--- config.mk ---
export PLATFORM = sky130hd
export DESIGN_NAME = mem_vec_engine
export DESIGN_NICKNAME = d
export VERILOG_FILES = /design/src/rtl/cpu_pkg.sv /design/src/rtl/vec_alu.sv /design/src/rtl/mem_vec_engine.sv
export SDC_FILE = /design/constraint.sdc
export NUM_CORES = 1
export LEC_CHECK = 0
export ABC_AREA = 0
export CAP_MARGIN = 20
export CORE_MARGIN = 5
export CORE_UTILIZATION = 35
export CTS_CLUSTER_DIAMETER = 200
export DETAILED_ROUTE_END_ITERATION = 12
export MAX_ROUTING_LAYER = met4
export PLACE_DENSITY_LB_ADDON = 0.2
export RECOVER_POWER = 50
export SYNTH_ARGS = -nofsm -noshare
export SYNTH_HDL_FRONTEND = slang
export SYNTH_SLANG_ARGS = --single-unit
--- constraint.sdc ---
create_clock -name clk -period 4.3 [get_ports clk]
set_input_delay 1.075 -clock clk [delete_from_list [all_inputs] [get_ports clk]]
set_output_delay 1.075 -clock clk [all_outputs]
set_load 0.05 [all_outputs]
--- src/rtl/cpu_pkg.sv ---
// Shared definitions for the vector engine: operation codes, FSM state
// encoding and default address/data widths.
package cpu_pkg;

  localparam int unsigned AW_DEF = 8;
  localparam int unsigned DW_DEF = 8;

  // Element-wise operation selector.
  typedef enum logic [1:0] {
    OP_ADD  = 2'b00,
    OP_SUB  = 2'b01,
    OP_AND  = 2'b10,
    OP_COPY = 2'b11
  } vec_op_e;

  // Engine sequencing states; one RAM access per state.
  typedef enum logic [2:0] {
    ST_IDLE = 3'd0,
    ST_RD_A = 3'd1,
    ST_RD_B = 3'd2,
    ST_WR   = 3'd3,
    ST_DONE = 3'd4
  } vec_state_e;

endpackage : cpu_pkg

--- src/rtl/vec_alu.sv ---
// Combinational element operator: res = f(opa, opb), all results wrap
// modulo 2^DW with no carry/borrow reported.
module vec_alu
  import cpu_pkg::*;
#(
  parameter int unsigned DW = DW_DEF
) (
  input  logic [1:0]    op,
  input  logic [DW-1:0] opa,
  input  logic [DW-1:0] opb,
  output logic [DW-1:0] res
);

  // Select the element operation; the default arm keeps an all-zero result.
  always_comb begin
    res = {DW{1'b0}};
    case (op)
      OP_ADD:  res = opa + opb;
      OP_SUB:  res = opa - opb;
      OP_AND:  res = opa & opb;
      OP_COPY: res = opa;
      default: res = {DW{1'b0}};
    endcase
  end

endmodule : vec_alu

--- src/rtl/mem_vec_engine.sv ---
// Vector engine in front of a single-port RAM. While running it owns the
// RAM port and streams dst[i] = f(a[i], b[i]) one element at a time
// (read A, read B, write result). When idle the CPU port is forwarded
// straight through to the RAM.
module mem_vec_engine
  import cpu_pkg::*;
#(
  parameter int unsigned AW = AW_DEF,
  parameter int unsigned DW = DW_DEF
) (
  input  logic          clk,
  input  logic          rst_n,
  input  logic          start,
  input  logic [1:0]    op,
  input  logic [AW-1:0] src_a,
  input  logic [AW-1:0] src_b,
  input  logic [AW-1:0] dst,
  input  logic [AW-1:0] len,
  output logic          busy,
  output logic          done,
  input  logic          cpu_mem_enable,
  input  logic [AW-1:0] cpu_adress,
  input  logic [DW-1:0] cpu_din,
  output logic          mem_enable,
  output logic [AW-1:0] adress,
  output logic [DW-1:0] din,
  input  logic [DW-1:0] dout_ram
);

  vec_state_e    state_q;
  logic [1:0]    op_q;
  logic [AW-1:0] src_a_q;
  logic [AW-1:0] src_b_q;
  logic [AW-1:0] dst_q;
  logic [AW-1:0] len_q;
  logic [AW-1:0] i_q;
  logic [DW-1:0] opa_q;
  logic [DW-1:0] res_q;

  logic [DW-1:0] alu_res_s;
  logic [AW:0]   i_next_s;

  // One extra bit so the "more elements left" compare cannot wrap.
  assign i_next_s = {1'b0, i_q} + {{AW{1'b0}}, 1'b1};

  vec_alu #(
    .DW (DW)
  ) u_alu (
    .op  (op_q),
    .opa (opa_q),
    .opb (dout_ram),
    .res (alu_res_s)
  );

  // Sequencer: launch capture, per-element read/read/write walk, done pulse.
  always_ff @(posedge clk or negedge rst_n) begin
    if (!rst_n) begin
      state_q <= ST_IDLE;
      op_q    <= 2'b00;
      src_a_q <= {AW{1'b0}};
      src_b_q <= {AW{1'b0}};
      dst_q   <= {AW{1'b0}};
      len_q   <= {AW{1'b0}};
      i_q     <= {AW{1'b0}};
      opa_q   <= {DW{1'b0}};
      res_q   <= {DW{1'b0}};
    end else begin
      case (state_q)
        ST_IDLE: begin
          if (start) begin
            op_q    <= op;
            src_a_q <= src_a;
            src_b_q <= src_b;
            dst_q   <= dst;
            len_q   <= len;
            i_q     <= {AW{1'b0}};
            if (len == {AW{1'b0}}) begin
              state_q <= ST_DONE;
            end else begin
              state_q <= ST_RD_A;
            end
          end else begin
            state_q <= ST_IDLE;
          end
        end
        ST_RD_A: begin
          opa_q   <= dout_ram;
          state_q <= ST_RD_B;
        end
        ST_RD_B: begin
          res_q   <= alu_res_s;
          state_q <= ST_WR;
        end
        ST_WR: begin
          i_q <= i_next_s[AW-1:0];
          if (i_next_s < {1'b0, len_q}) begin
            state_q <= ST_RD_A;
          end else begin
            state_q <= ST_DONE;
          end
        end
        ST_DONE: begin
          state_q <= ST_IDLE;
        end
        default: begin
          state_q <= ST_IDLE;
        end
      endcase
    end
  end

  // Status flags decode directly from the state register (no extra logic depth).
  always_comb begin
    busy = (state_q != ST_IDLE);
    done = (state_q == ST_DONE);
  end

  // RAM port mux: CPU pass-through when idle, engine addressing otherwise.
  // CPU writes are dropped whenever the engine owns the port.
  always_comb begin
    mem_enable = 1'b0;
    adress     = {AW{1'b0}};
    din        = {DW{1'b0}};
    case (state_q)
      ST_IDLE: begin
        mem_enable = cpu_mem_enable;
        adress     = cpu_adress;
        din        = cpu_din;
      end
      ST_RD_A: begin
        adress = src_a_q + i_q;
      end
      ST_RD_B: begin
        adress = src_b_q + i_q;
      end
      ST_WR: begin
        adress     = dst_q + i_q;
        din        = res_q;
        mem_enable = 1'b1;
      end
      ST_DONE: begin
        adress = dst_q;
      end
      default: begin
        mem_enable = 1'b0;
        adress     = {AW{1'b0}};
        din        = {DW{1'b0}};
      end
    endcase
  end

endmodule : mem_vec_engine

==> results.md <==
- Post-DP HPWL: 8150 µm
- Final period util: between 90% and 100%
- Register area share after synthesis: 37.7%
- CTS tree: done
- Share of async-settable or async-resettable flops after synthesis: 100%
- Final #Nets: 627
- Global-route wire length before repair: 17,500 µm
- FF+latch count, synth: 61
- Synth cell types: 54
- FP Rows: 39
- Footprint of the multi-input gates: 2310 µm²
- Final setup margin: ~0.31 ns
- Register Area: between 1500 and 2000 µm²
- Fin. max-slew vios: 0
- GRT Total Usage: 16.0%
- Dpl cell area: around 5000 µm²
- CP arrival: slightly below 3 ns
- Initial DRC count: about 170
- Via count: 3,487
- Placeable Area: roughly 11,000 µm²
- Routed Antenna Nets: 0
- Max-Cap Viols: 0
- Share of cells above drive strength 1: a little over a tenth
- EDFF count, synth: 0
- Port Buf Inserts: 80
- Tot Pwr: 0.00493 W
- CTS sink cnt: 61
- Mapped Area: 4040 µm²
- Fmax: 0.251 GHz
- ANT cells: 0
- DRC violation count after routing: 0
- Avg Vias per Cell: 5.08
- RSZ-0062 raised after global routing: false
- Setup TNS: 0 ns
- Max clock buf depth: 2
- CTS root buffer: clkbuf_16
- Min Hold Slack: 0.477 ns
- CP Launch Type: register
- Synth Net Count: 552
- Routed WL per cell: roughly 15 µm
- Fillcell total: around 1,100
- IO Pins: 81
- Status: finished, final reports clean
- Initial Util: 35.6%
- Post-CTS Hold Fix Bufs: 0
- CTS Buf Count: 9
- Pin count of the biggest net entering global routing: 45
- Worst EP required: 3.22 ns
- Area growth syn-to-layout: 30.5%
- Final setup violation count: 0
- TritonRoute pass-1 iters: 4
- Overflow after GRT: 0
- Pleak: 2.38 nW
- Die footprint: 13,800 µm²
- Worst Tran Pin Value: 1.31 ns
- Post-Syn Instances: 464
- Most used DFF post-synth: dfrtp_1
- Hold Vio Cnt, Final: 0
- Hold crit path type: register to register
- Setup slack, reg-to-reg: 1.68 ns
- Vias in the first global route: 3,483
- Setup CP Type: register to output pin
- Initial antenna violation count: 0
- Skew final: 0.00418 ns
- H-tree Lvls: 3
- Synth warnings: 0
- Die H: 117 µm
- Total wire length: 10,500 µm
- Commonest non-fill, non-tap cell in the layout: nand2_1
- Chip Width: 117 µm
- Post CTS Setup Buffer Count: 0
- Place WS: about 0.51 ns
- Worst-path clk slew: around 0.050 ns
- Min cycle time layout: about 4 ns
- Placer congestion estimate: between 0.9 and 1
- Power Density: between 900 and 1000 nW/µm²
- Synthesized area per cell: ~8.7 µm²
- Skew-Pair Late Insertion Delay: between 0.3 and 0.4 ns
- Fin area: around 5300 µm²
- Worst setup EP type: output pin
- Critical path fanouts, max: 11
- Max transition margin: 11.9%
- Max VDD drop: 0.552 mV
- Most frequent cells in the layout: 105 x nand2_1, 63 x clkdlybuf4s50_1, 60 x dfrtp_1, 39 x o21ai_0, 25 x nor2_1
==> cells in the mapped netlist (all sizes together), types with 3 or more instances <==
master / count / area share (%)
xor2: 6 / 1.3
mux2: 15 / 4.5
xnor2: 12 / 2.6
a31oi: 5 / 1.1
nor3: 5 / 0.74
or4: 3 / 0.56
o21ai: 44 / 5.4
ha: 24 / 7.4
o211ai: 8 / 1.5
and3: 3 / 0.46
nor2: 25 / 2.3
nand3: 14 / 1.7
o21a: 6 / 1.1
nor3b: 3 / 0.56
a21oi: 16 / 2.0
and2: 4 / 0.62
mux2i: 14 / 3.5
nor2b: 3 / 0.65
buf: 18 / 2.9
nand2b: 9 / 1.4
clkbuf: 6 / 0.56
inv: 19 / 1.8
o31ai: 3 / 0.56
nand2: 105 / 9.7
dfrtp: 61 / 38
a22o: 8 / 1.7
==> area by class of cell <==
type                       count  area share [%]
clock inverter                 6           0.877
multi-input combinational    360            43.8
timing repair buffer          88            17.1
tap                          143            3.39
sequential                    61            29.0
inverter                      19            1.35
clock buffer                  10            4.53
==> path summary, 6_finish.rpt <==
check / startpoint / to / depth (start not counted)
worst max register to register: op_q[1]$_DFFE_PN0P_ / res_q[7]$_DFFE_PN0N_ / 8
max in group asynchronous: rst_n / state_q[1]$_DFF_PN0_ / 2
min in group asynchronous: rst_n / len_q[6]$_DFFE_PN0P_ / 1
worst min register to register: src_b_q[0]$_DFFE_PN0P_ / src_b_q[0]$_DFFE_PN0P_ / 2
worst max-delay path: state_q[1]$_DFF_PN0_ / adress[6] / 12
worst min-delay path: src_b_q[0]$_DFFE_PN0P_ / src_b_q[0]$_DFFE_PN0P_ / 2
==> registers in the layout, summed over array words and instances (netlist names) <==
register	count
dst_q	8
i_q	8
len_q	8
opa_q	8
res_q	8
src_a_q	8
src_b_q	8
state_q	3
op_q	2
==> routing by layer <==
layer  part of all wire, %  track usage [%]  vias to the layer above  wire (µm)
met5                     0                -                        -          0
met4                   1.3             5.59                        0        137
met3                   3.5             3.70                       12        368
met2                    49             25.1                       64       5090
met1                    47             20.5                     1650       4890
li1                      -                -                     1761          -
==> critical path, stage by stage (launching register included) <==
cell	delay (ns)
dfrtp_2	0.46
nand2b_2	0.18
buf_4	0.19
nand2_1	0.07
o21ai_0	0.12
inv_1	0.10
fa_1	0.41
nor2b_1	0.20
o21ai_0	0.11
a21oi_1	0.18
nor3_1	0.08
o32ai_2	0.32
buf_12	0.18
==> timing repair <==
item                                   in CTS  in global routing
endpoints found under the hold margin       0                  0
setup endpoints to repair                   0                  4
gates resized for setup                     0                  2
==> through the flow <==
step | cells | util [%]
2_1_floorplan | 464 | -
3_3_place_gp | 671 | 43.9
3_5_place_dp | 671 | 43.9
4_1_cts | 687 | 46.5
5_1_grt | 687 | 46.4
6_report | 687 | 46.4
==> cell families (layout without fill, tap and decap cells) <==
kind of cell	Yosys count	in the layout	synth area share (%)
DFF	61	61	37.7
and+or+nand+nor	180	180	20.0
muxes	29	29	7.92
adders and majority gates	26	26	8.42
xor gates and xnor gates	18	18	3.90
buffers and inverters	43	123	5.23
AOI/OAI and AO/OA	107	107	16.8
==> power by group <==
part	leakage (nW)	switching (W)	internal [W]	total, W
clock	0.135	0.000270	0.000408	0.000678
combinational	1.49	0.00179	0.00135	0.00313
sequential	0.752	0.000269	0.000848	0.00112
No activity file was read; power rests on OpenSTA's default activity.
